**src/rtl/hazard_ctrl_pkg.sv**
```systemverilog
// Shared types and defaults for the decode/execute hazard controller.
package hazard_ctrl_pkg;

    localparam int unsigned DIV_CYCLES_DEF = 32;
    localparam int unsigned CNT_W_DEF      = 6;

    // Operand source select driven to the EX-stage operand muxes.
    typedef enum logic [1:0] {
        FWD_RF  = 2'd0,
        FWD_EX  = 2'd1,
        FWD_MEM = 2'd2,
        FWD_WB  = 2'd3
    } fwd_sel_t;

    // One in-flight register write; the packed layout fixes the field offsets.
    typedef struct packed {
        logic       valid;
        logic       wr_en;
        logic [4:0] wr_reg;
        logic       is_load;
    } sb_entry_t;

    // True when the entry will write register r; $0 never matches.
    function automatic logic sb_match(sb_entry_t e, logic [4:0] r);
        return e.valid && e.wr_en && (e.wr_reg == r) && (r != 5'd0);
    endfunction

endpackage

```
**src/rtl/hazard_ctrl_if.sv**
```systemverilog
// Decode-stage hazard request/response bundle.
interface hazard_ctrl_if;

    logic       dec_valid;
    logic [4:0] dec_rs;
    logic [4:0] dec_rt;
    logic       dec_use_rs;
    logic       dec_use_rt;
    logic       dec_wr_en;
    logic [4:0] dec_wr_reg;
    logic       dec_is_load;
    logic       dec_is_div;
    logic       dec_rd_hilo;
    logic       ex_redirect;
    logic       issue;
    logic       stall;
    logic       flush_if;
    logic [1:0] fwd_a;
    logic [1:0] fwd_b;
    logic       div_start;
    logic       div_busy;

    // Pipeline side: presents the decode instruction, consumes controls.
    modport master (
        output dec_valid, dec_rs, dec_rt, dec_use_rs, dec_use_rt,
               dec_wr_en, dec_wr_reg, dec_is_load, dec_is_div, dec_rd_hilo,
               ex_redirect,
        input  issue, stall, flush_if, fwd_a, fwd_b, div_start, div_busy
    );

    // Hazard controller side.
    modport slave (
        input  dec_valid, dec_rs, dec_rt, dec_use_rs, dec_use_rt,
               dec_wr_en, dec_wr_reg, dec_is_load, dec_is_div, dec_rd_hilo,
               ex_redirect,
        output issue, stall, flush_if, fwd_a, fwd_b, div_start, div_busy
    );

endinterface

```
**src/rtl/hazard_ctrl_div_seq.sv**
```systemverilog
// Iterative divider sequencer: start pulse and busy countdown.
module div_seq
    import hazard_ctrl_pkg::*;
#(
    parameter int unsigned DIV_CYCLES = DIV_CYCLES_DEF,
    parameter int unsigned CNT_W      = CNT_W_DEF
) (
    input  logic clk,
    input  logic rst_n,
    input  logic launch,
    output logic div_start,
    output logic div_busy
);

    logic [CNT_W-1:0] cnt;

    // Launch loads the countdown; busy drops on the edge the count hits zero.
    always_ff @(posedge clk or negedge rst_n) begin
        if (!rst_n) begin
            cnt       <= '0;
            div_busy  <= 1'b0;
            div_start <= 1'b0;
        end else begin
            div_start <= launch;
            if (launch) begin
                cnt      <= CNT_W'(DIV_CYCLES);
                div_busy <= 1'b1;
            end else if (div_busy) begin
                cnt <= cnt - 1'b1;
                if (cnt == CNT_W'(1))
                    div_busy <= 1'b0;
            end
        end
    end

endmodule

```
**src/rtl/hazard_ctrl.sv**
```systemverilog
// Decode/execute hazard controller: write scoreboard, forwarding selects,
// load-use and divide interlocks, fetch flush on redirect.
module hazard_ctrl
    import hazard_ctrl_pkg::*;
#(
    parameter int unsigned DIV_CYCLES = DIV_CYCLES_DEF,
    parameter int unsigned CNT_W      = CNT_W_DEF
) (
    input  logic          clk,
    input  logic          rst_n,
    hazard_ctrl_if.slave  hif
);

    sb_entry_t sb_ex, sb_mem, sb_wb, sb_dec;
    fwd_sel_t  fwd_a, fwd_b;
    logic      load_use, div_lock, stall, issue;
    logic      div_start, div_busy;

    // Youngest writer wins; a load still in EX has no data yet, so it is
    // skipped here and handled by the load-use stall instead.
    function automatic fwd_sel_t fwd_pick(logic [4:0] r, sb_entry_t ex,
                                          sb_entry_t mem, sb_entry_t wb);
        if (sb_match(ex, r) && !ex.is_load) return FWD_EX;
        else if (sb_match(mem, r))          return FWD_MEM;
        else if (sb_match(wb, r))           return FWD_WB;
        else                                return FWD_RF;
    endfunction

    // Scoreboard image of the decode instruction.
    always_comb begin
        sb_dec         = '0;
        sb_dec.valid   = 1'b1;
        sb_dec.wr_en   = hif.dec_wr_en;
        sb_dec.wr_reg  = hif.dec_wr_reg;
        sb_dec.is_load = hif.dec_is_load;
    end

    // Interlocks, issue decision and operand forwarding selects.
    always_comb begin
        load_use = (hif.dec_use_rs && sb_match(sb_ex, hif.dec_rs) && sb_ex.is_load)
                || (hif.dec_use_rt && sb_match(sb_ex, hif.dec_rt) && sb_ex.is_load);
        div_lock = div_busy && (hif.dec_is_div || hif.dec_rd_hilo);
        stall    = hif.dec_valid && (load_use || div_lock);
        issue    = hif.dec_valid && !stall;
        fwd_a    = fwd_pick(hif.dec_rs, sb_ex, sb_mem, sb_wb);
        fwd_b    = fwd_pick(hif.dec_rt, sb_ex, sb_mem, sb_wb);
    end

    // Advance the in-flight writes; a non-issuing cycle inserts a bubble.
    always_ff @(posedge clk or negedge rst_n) begin
        if (!rst_n) begin
            sb_ex  <= '0;
            sb_mem <= '0;
            sb_wb  <= '0;
        end else begin
            sb_ex  <= issue ? sb_dec : '0;
            sb_mem <= sb_ex;
            sb_wb  <= sb_mem;
        end
    end

    div_seq #(
        .DIV_CYCLES (DIV_CYCLES),
        .CNT_W      (CNT_W)
    ) u_div_seq (
        .clk       (clk),
        .rst_n     (rst_n),
        .launch    (issue && hif.dec_is_div),
        .div_start (div_start),
        .div_busy  (div_busy)
    );

    assign hif.issue     = issue;
    assign hif.stall     = stall;
    assign hif.flush_if  = hif.ex_redirect;
    assign hif.fwd_a     = fwd_a;
    assign hif.fwd_b     = fwd_b;
    assign hif.div_start = div_start;
    assign hif.div_busy  = div_busy;

endmodule
```
**src/flat_wrapper.sv**
```systemverilog
// flat-port wrapper written by rule: the top's interface ports become plain ports
module hazard_ctrl_flat import hazard_ctrl_pkg::*;
#(
    parameter int unsigned DIV_CYCLES = DIV_CYCLES_DEF,
    parameter int unsigned CNT_W      = CNT_W_DEF
)
  (clk, rst_n, hif_dec_valid, hif_dec_rs, hif_dec_rt, hif_dec_use_rs, hif_dec_use_rt, hif_dec_wr_en, hif_dec_wr_reg, hif_dec_is_load, hif_dec_is_div, hif_dec_rd_hilo, hif_ex_redirect, hif_issue, hif_stall, hif_flush_if, hif_fwd_a, hif_fwd_b, hif_div_start, hif_div_busy);
  hazard_ctrl_if hif_i ();
  input  logic clk;
  input  logic rst_n;
  input wire logic [$bits(hif_i.dec_valid)-1:0] hif_dec_valid;
  input wire logic [$bits(hif_i.dec_rs)-1:0] hif_dec_rs;
  input wire logic [$bits(hif_i.dec_rt)-1:0] hif_dec_rt;
  input wire logic [$bits(hif_i.dec_use_rs)-1:0] hif_dec_use_rs;
  input wire logic [$bits(hif_i.dec_use_rt)-1:0] hif_dec_use_rt;
  input wire logic [$bits(hif_i.dec_wr_en)-1:0] hif_dec_wr_en;
  input wire logic [$bits(hif_i.dec_wr_reg)-1:0] hif_dec_wr_reg;
  input wire logic [$bits(hif_i.dec_is_load)-1:0] hif_dec_is_load;
  input wire logic [$bits(hif_i.dec_is_div)-1:0] hif_dec_is_div;
  input wire logic [$bits(hif_i.dec_rd_hilo)-1:0] hif_dec_rd_hilo;
  input wire logic [$bits(hif_i.ex_redirect)-1:0] hif_ex_redirect;
  output wire logic [$bits(hif_i.issue)-1:0] hif_issue;
  output wire logic [$bits(hif_i.stall)-1:0] hif_stall;
  output wire logic [$bits(hif_i.flush_if)-1:0] hif_flush_if;
  output wire logic [$bits(hif_i.fwd_a)-1:0] hif_fwd_a;
  output wire logic [$bits(hif_i.fwd_b)-1:0] hif_fwd_b;
  output wire logic [$bits(hif_i.div_start)-1:0] hif_div_start;
  output wire logic [$bits(hif_i.div_busy)-1:0] hif_div_busy;
  assign hif_i.dec_valid = hif_dec_valid;
  assign hif_i.dec_rs = hif_dec_rs;
  assign hif_i.dec_rt = hif_dec_rt;
  assign hif_i.dec_use_rs = hif_dec_use_rs;
  assign hif_i.dec_use_rt = hif_dec_use_rt;
  assign hif_i.dec_wr_en = hif_dec_wr_en;
  assign hif_i.dec_wr_reg = hif_dec_wr_reg;
  assign hif_i.dec_is_load = hif_dec_is_load;
  assign hif_i.dec_is_div = hif_dec_is_div;
  assign hif_i.dec_rd_hilo = hif_dec_rd_hilo;
  assign hif_i.ex_redirect = hif_ex_redirect;
  assign hif_issue = hif_i.issue;
  assign hif_stall = hif_i.stall;
  assign hif_flush_if = hif_i.flush_if;
  assign hif_fwd_a = hif_i.fwd_a;
  assign hif_fwd_b = hif_i.fwd_b;
  assign hif_div_start = hif_i.div_start;
  assign hif_div_busy = hif_i.div_busy;
  hazard_ctrl #(.DIV_CYCLES(DIV_CYCLES), .CNT_W(CNT_W)) u_core (.clk(clk), .rst_n(rst_n), .hif(hif_i));
endmodule
```
**config.mk**
```make
export PLATFORM = sky130hd
export DESIGN_NAME = hazard_ctrl_flat
export DESIGN_NICKNAME = d
export VERILOG_FILES = /design/src/rtl/hazard_ctrl_pkg.sv /design/src/rtl/hazard_ctrl_if.sv /design/src/rtl/hazard_ctrl_div_seq.sv /design/src/rtl/hazard_ctrl.sv /design/src/flat_wrapper.sv
export SDC_FILE = /design/constraint.sdc
export NUM_CORES = 1
export LEC_CHECK = 0
export CORE_MARGIN = 2
export CORE_UTILIZATION = 33
export DETAILED_ROUTE_END_ITERATION = 8
export MAX_ROUTING_LAYER = met4
export PLACE_DENSITY_LB_ADDON = 0.25
export SLEW_MARGIN = 20
export SYNTH_ARGS = -nofsm -noshare
export SYNTH_HDL_FRONTEND = slang
export SYNTH_HIERARCHICAL = 1
export SYNTH_SLANG_ARGS = --single-unit
```
**constraint.sdc**
```tcl
create_clock -name clk -period 2.8 [get_ports clk]
set_input_delay 0.56 -clock clk [delete_from_list [all_inputs] [get_ports clk]]
set_output_delay 0.56 -clock clk [all_outputs]
set_load 0.01 [all_outputs]
```
Yosys cells after proc, flatten, opt, wreduce, memory -nomap -nowiden
Index checks and enable logic that the tools add are counted.

Flip-flop bits (word level): 30. Output and inout bits: 9. Word-level logic and storage cells: 66.

Add/subtract/negate cells: 1. Equal/unequal tests: 7. Mux-type cells: 12. Reductions and logical operators: 33.

Operators by type and width (number): equality test 5 bit (6); logical AND 1 bit (25); 2-to-1 mux 2 bit (6); 2-to-1 mux 6 bit (2); nonzero test 5 bit (2); 2-to-1 mux 8 bit (1); equality test 6 x 1 -> 1 bit, second input constant (1); subtractor 6 x 1 -> 6 bit, second input constant (1); logical OR 1 bit (3); 2-to-1 mux 1 bit (3); zero test 1 bit (2); nonzero test 2 bit (1).

Depth between registers and ports, before layout
Gate-level depths: netlist (run 1).

Depth in word-level cells: 12. Depth in mapped cells: 8. Gate-level depth less buffers: 6.

Modules after synthesis
Netlist (run 1), hierarchy kept.

By module, submodules not included: hazard_ctrl (instances 1, cells each 108, area each 1149.9 sq um, seq. area each 550.5 sq um); div_seq (instances 1, cells each 34, area each 385.4 sq um, seq. area each 200.2 sq um).

Worst setup path after synthesis (run 1)
Ideal clock, no wire load.

Path kind: input to output. From: input hif_dec_rt[0]. To: output hif_fwd_b[0]. Arrival: 1676 ps. Path slack: 564 ps. Stages on the path: 4. Buffers on the path: 0. Path through: inv_1 a221o_2 or4_1 o21ai_1.

Cells in the longest elaborated chain, start to end: 6.

RTL lines: from (decl) (RTL line flat_wrapper.sv:13) `input wire logic [$bits(hif_i.dec_rt)-1:0] hif_dec_rt;`; equality test 5 bit (RTL line hazard_ctrl_pkg.sv:25) `return e.valid && e.wr_en && (e.wr_reg == r) && (r != 5'd0);`; logical AND 1 bit (2 in series) (RTL line hazard_ctrl_pkg.sv:25); 2-to-1 mux 2 bit (RTL line hazard_ctrl.sv:25) `else if (sb_match(wb, r)) return FWD_WB;`; 2-to-1 mux 2 bit (RTL line hazard_ctrl.sv:24) `else if (sb_match(mem, r)) return FWD_MEM;`; 2-to-1 mux 2 bit (*) (RTL line hazard_ctrl.sv:23) `if (sb_match(ex, r) && !ex.is_load) return FWD_EX;`; to (decl) (RTL line flat_wrapper.sv:26) `output wire logic [$bits(hif_i.fwd_b)-1:0] hif_fwd_b;`.

Mark *: on every way between the ends. The rest lies on a longest branch, timed or not.

Worst setup path in the final report (run 1)
From: input hif_dec_rs[3]. To: output hif_fwd_a[1].

Cells in the longest elaborated chain, start to end: 6.

RTL lines: from (decl) (RTL line flat_wrapper.sv:12) `input wire logic [$bits(hif_i.dec_rs)-1:0] hif_dec_rs;`; equality test 5 bit (RTL line hazard_ctrl_pkg.sv:25); logical AND 1 bit (2 in series) (RTL line hazard_ctrl_pkg.sv:25); 2-to-1 mux 2 bit (RTL line hazard_ctrl.sv:25); 2-to-1 mux 2 bit (RTL line hazard_ctrl.sv:24); 2-to-1 mux 2 bit (*) (RTL line hazard_ctrl.sv:23); to (decl) (RTL line flat_wrapper.sv:25) `output wire logic [$bits(hif_i.fwd_a)-1:0] hif_fwd_a;`.

Marked as above.

==> results of run 1 <==
-- how the worst min path moves through the flow --
stage | startpoint | end | slack [ns] | depth (start not counted)
CTS | u_core/sb_mem[6]$_DFF_PN0_ | u_core/sb_wb[6]$_DFF_PN0_ | 0.38 | 0
detailed placement | u_core/sb_mem[6]$_DFF_PN0_ | u_core/sb_wb[6]$_DFF_PN0_ | 0.37 | 0
floorplan | rst_n | u_core/sb_ex[0]$_DFF_PN0_ | 0.26 | 0
finish | u_core/sb_mem[6]$_DFF_PN0_ | u_core/sb_wb[6]$_DFF_PN0_ | 0.38 | 0
global route | u_core/sb_mem[6]$_DFF_PN0_ | u_core/sb_wb[6]$_DFF_PN0_ | 0.39 | 0
global placement | u_core/sb_mem[6]$_DFF_PN0_ | u_core/sb_wb[6]$_DFF_PN0_ | 0.35 | 0
-- power by group --
| group | internal (mW) | switching (mW) |
|---|---|---|
| Sequential | 0.520 | 0.0967 |
| Combinational | 0.208 | 0.167 |
| Clock | 0.198 | 0.149 |
| Total | 0.925 | 0.414 |
-- routing by layer --
metal  GRT usage (%)  vias to the layer above  wire length (um)
li1                -                      616                 -
met1            20.5                      615              1610
met2            27.5                       33              1950
met3            5.56                        6               233
met4            5.03                        0                41
met5               -                        -                 0
-- what timing repair did --
action                                  CTS  global route
buffers inserted                          0             0
pin swaps                                 1             4
resized for setup                        31            12
gates cloned                              0             0
endpoints found under the setup margin    6             5
-- cells by family (layout without fill, tap and decap cells) --
kind of cell	Yosys count	count (layout)	share of synthesized area, %
compound gates	15	15	7.82
buf+inv	10	68	3.18
xor+xnor	29	29	16.5
flops	30	30	48.9
simple gates	55	55	21.3
fa+ha+maj	2	2	1.63
mux	1	1	0.652
-- through the flow --
step	utilization (%)	std cells
finish	49.1	252
global route	49.1	252
CTS	49.0	252
detailed placement	46.6	244
global placement	46.6	244
floorplan	-	142
-- final cells by class --
| class | instances | area, sq um | share of cell area [%] |
|---|---|---|---|
| clock buffer | 7 | 86.3 | 3.98 |
| sequential | 30 | 751 | 34.6 |
| clock inverter | 1 | 5.00 | 0.231 |
| timing repair buffer | 54 | 463 | 21.4 |
| inverter | 6 | 22.5 | 1.04 |
| tap | 52 | 65.1 | 3.00 |
| multi-input combinational | 102 | 774 | 35.7 |
-- sequential cells by signal, indices dropped and copies added (netlist names) --
signal,count
u_core/sb_mem,7
u_core/u_div_seq/div_busy,1
u_core/u_div_seq/div_start,1
u_core/sb_wb,7
u_core/sb_ex,8
u_core/u_div_seq/cnt,6
-- cells in the mapped netlist (2+ instances only) --
cell type,n
dfrtp_1,30
ha_1,2
inv_1,6
nand2_1,7
nand3_1,3
nand4_1,6
nor2_1,10
nor2b_1,2
nor3_1,4
nor3b_1,8
nor4_1,2
o221ai_1,2
or4_1,4
xnor2_1,23
xor2_1,6
==> results.yml, run 1 <==
status:
  status: "completed"
cells_and_area:
  n_antenna_cell: 0
  drive_above_1_share_pct: 26.0
  final_common_cell: "dfrtp_1"
  area_growth_pct: 41.2
  nNetsFinal: 226
  layout_common_cells: "30 x dfrtp_1, 23 x buf_4, 22 x xnor2_1, 16 x clkdlybuf4s50_1, 8 x nor3b_1"
  fill_cells: 414
  stdcell_area_sq_mm: 0.00217
worst_setup_path:
  worst_path_dominant_cell_family: "buffers and inverters"
  critical_path_peak_fanout: 4
  endpoint: "hif_fwd_a[1]"
  critPathBufInv: 3
  path_depth: 7
  reg2reg_slack_ns: 0.71
  cpPeakStageDelay_ns: 0.53
  rr_worst_depth: 9
  end_kind: "output port"
  crit_arrival_ns: 2.21
  crit_path_start: "hif_dec_rs[3]"
  startpoint_type: "primary input"
  required_ns: 2.24
  path_cells: "dlygate4sd2_1, buf_4, xnor2_1, nand4_1, nor3_2, o32a_1, clkdlybuf4s50_1"
  reg2reg_to: "u_core/u_div_seq/cnt[5]$_DFFE_PN0P_"
  worstSetupPathType: "primary input to output port"
  slowest_stage: "clkdlybuf4s50_1"
  r2r_start: "u_core/sb_ex[5]$_DFF_PN0_"
yosys:
  synth_area_leaders: "dfrtp_1 49%, xnor2_1 13%, nor3b_1 3.9%"
  synth.net_count: 169
  post_synth_instance_area_sq_mm: 0.00154
  ys_seq_elements: 30
  synthArstFlopShare_pct: 100
  post_synth_inst_count: 142
  yosysTopAreaCellShare_pct: 48.9
  ys_seq_area_share_pct: 48.9
  syn_area_per_cell_sq_um: 10.8
  synthFlopType: "dfrtp_1"
  synth_edf_count: 0
  synth.largest_area_cell: "dfrtp_1"
  ys_types: 42
  ys_warn_count: 6
drt:
  drc_errors: 0
  wl_per_cell_um: 15.2
  drt_iter0_drc: 55
  viasPerCell: 5.04
  drt-total-wl_um: 3840
  drt_first_pass_iters: 4
  vias: 1270
  ant_nets: 0
global_route:
  antenna_found_initial: 0
  grt_overflow_total: 0
  grt_pass1_wl_um: 6520
  grt_pass1_vias: 1352
  grt_max_degree: 31
  track_usage_pct: 17.1
die:
  core_sq_mm: 0.00441
  die_height_um: 72.2
  io_pins: 34
  dieArea_sq_mm: 0.00521
  dieWidth_um: 72.2
  rows: 24
  initial_core_util_pct: 34.8
place:
  placed_area_sq_mm: 0.00206
  place_congestion: 0.926
  place_hpwl_um: 3000
  portBuffers: 31
  place_ws_ns: -0.622
sta:
  fin_crit_ns: 2.77
  max_freq_mhz: 361
  final_hold_viol_count: 0
  hold-worst-slack_ns: 0.380
  setup_tns_ns: 0
  setup_viol: 0
  fin_skew_ns: 0.00526
  report.final.slew_viol_count: 0
  worst_pin_slew_ns: 0.386
  setup_slack_ns: 0.0337
  fin_crit_sh_pct: 98.8
  rsz0062_at_grt: "yes"
  relSlewSlack_pct: 74.3
clock_tree:
  clk_pin_slew_ns: 0.06
  cts_tree: "built"
  clockBufferDepth: 2
  cts-buffers-inserted: 5
  clock-sinks: 30
  cts_hold_buffers: 0
  cts-htree-levels: 2
  clockRootBuffer: "clkbuf_8"
  clk_latency_ns: 0.27
pwr:
  finalPower_mw: 1.34
  p_leak_nw: 0.928
  peakVddDrop_uv: 363
  power_density_mw_per_mm2: 618
flow_run:
  cap_violations: 0
hold_path:
  hp-class: "register to register"
Power figures use the tool's default switching activity.
==> run 2: changes to the inputs <==
SETUP_SLACK_MARGIN = 0.3   (was not set)
SLEW_MARGIN = 5   (was 20)
==> results.yml, run 2 (synthesis gave the netlist of run 1 again) <==
status:
  status: "completed"
sta:
  max_freq_mhz: 400
  worst_pin_slew_ns: 0.387
  final_hold_viol_count: 0
  fin_skew_ns: 0.00521
  hold-worst-slack_ns: 0.380
  setup_viol: 0
  rsz0062_at_grt: "yes"
  fin_crit_sh_pct: 89.3
  fin_crit_ns: 2.50
  relSlewSlack_pct: 74.2
  report.final.slew_viol_count: 0
drt:
  wl_per_cell_um: 15.6
  drt_first_pass_iters: 4
  drt_iter0_drc: 45
  drt-total-wl_um: 4060
  drc_errors: 0
  ant_nets: 0
  viasPerCell: 4.97
  vias: 1291
global_route:
  grt_pass1_vias: 1424
  grt_overflow_total: 0
  antenna_found_initial: 0
  track_usage_pct: 17.8
  grt_max_degree: 31
  grt_pass1_wl_um: 6820
cells_and_area:
  drive_above_1_share_pct: 35.1
  final_common_cell: "buf_4"
  largest-register: "u_core/sb_ex"
  utilization_pct: 51.4
  reg.largest.list: "u_core/sb_ex (8), u_core/sb_mem (7), u_core/sb_wb (7)"
  nNetsFinal: 234
  area_growth_pct: 47.8
  fill_cells: 403
  largest_reg_flops: 8
  layout_common_cells: "31 x buf_4, 30 x dfrtp_1, 21 x xnor2_1, 15 x clkdlybuf4s50_1"
  n_antenna_cell: 0
clock_tree:
  clk_pin_slew_ns: 0.06
  clock-sinks: 30
  cts-htree-levels: 2
  clockBufferDepth: 2
  clockRootBuffer: "clkbuf_8"
  cts_tree: "built"
  clk_latency_ns: 0.28
  cts-buffers-inserted: 5
place:
  portBuffers: 31
  place_hpwl_um: 3000
  place_congestion: 0.926
worst_setup_path:
  reg2reg_slack_ns: 0.69
  required_ns: 2.24
  worstSetupPathType: "register to output port"
  startpoint_type: "register"
  critical_path_peak_fanout: 3
  crit_arrival_ns: 1.94
  end_kind: "output port"
pwr:
  peakVddDrop_uv: 364
  power_density_mw_per_mm2: 604
  p_leak_nw: 0.976
die:
  io_pins: 34
  initial_core_util_pct: 34.8
  dieWidth_um: 72.2
  rows: 24
  core_sq_mm: 0.00441
  die_height_um: 72.2
  dieArea_sq_mm: 0.00521
flow_run:
  cap_violations: 0
hold_path:
  hp-class: "register to register"
-- run 2: cell types whose count changed in the layout (fill, tap and decap cells not counted), sizes merged --
| cell | change |
|---|---|
| buf | +17 |
| clkbuf | -2 |
| clkdlybuf4s15 | -3 |
| clkdlybuf4s50 | -1 |
| dlygate4sd2 | -3 |
-- run 2: timing repair --
item	in CTS	in global routing
setup endpoints to repair	7	6
pin swaps	15	13
hold buffers	0	0
endpoints found under the hold margin	0	0
setup buffers	7	1
resized for setup	70	8
-- run 2: where the power goes --
| part | switching (mW) | internal, mW | total [mW] |
|---|---|---|---|
| clock | 0.150 | 0.198 | 0.348 |
| combinational | 0.180 | 0.226 | 0.407 |
| sequential | 0.0958 | 0.520 | 0.615 |
-- run 2: path summary, 6_finish.rpt --
path | from | end | cells after the start
max in group asynchronous | rst_n | u_core/sb_ex[1]$_DFF_PN0_ | 2
min in group asynchronous | rst_n | u_core/sb_mem[4]$_DFF_PN0_ | 2
max | u_core/sb_ex[5]$_DFF_PN0_ | hif_fwd_b[1] | 6
min reg2reg | u_core/sb_mem[6]$_DFF_PN0_ | u_core/sb_wb[6]$_DFF_PN0_ | 0
max reg2reg | u_core/sb_ex[5]$_DFF_PN0_ | u_core/u_div_seq/cnt[5]$_DFFE_PN0P_ | 10
min | u_core/sb_mem[6]$_DFF_PN0_ | u_core/sb_wb[6]$_DFF_PN0_ | 0
-- run 2: final cells by class --
cell class | instances | area, sq um | area share (%)
multi-input cells | 102 | 832 | 36.7
flip-flops and latches | 30 | 751 | 33.1
repair buffers | 62 | 507 | 22.3
clock buffers | 7 | 86.3 | 3.81
well taps | 52 | 65.1 | 2.87
inverters | 6 | 22.5 | 0.993
clock inverters | 1 | 5.00 | 0.221
-- run 2: layer usage --
layer	routed length [um]	track usage [%]	vias to the layer above
met2	2070	29.8	33
met5	0	-	-
met1	1690	20.7	617
met3	234	5.56	8
met4	54	5.03	0
li1	-	-	633
-- run 2: critical path, stage by stage (launching register included) --
cell and delay (ns):
dfrtp_1 0.42, xnor2_1 0.16, nand4_1 0.20, buf_4 0.19, or4_4 0.43, o21a_1 0.13
buf_2 0.13
-- run 2: stage by stage --
stage | cell area, sq um | setup TNS, ns | setup slack, ns | power [mW] | std cells
3_5_place_dp | 2060 | -2.80 | -0.622 | 1.00 | 244
6_report | 2270 | 0 | 0.300 | 1.37 | 260
5_1_grt | 2270 | 0 | 0.210 | 1.47 | 260
2_1_floorplan | 1540 | 0 | 0.564 | 0.845 | 142
4_1_cts | 2230 | 0 | 0.258 | 1.37 | 259
3_3_place_gp | 2060 | -2.31 | -0.494 | 0.985 | 244
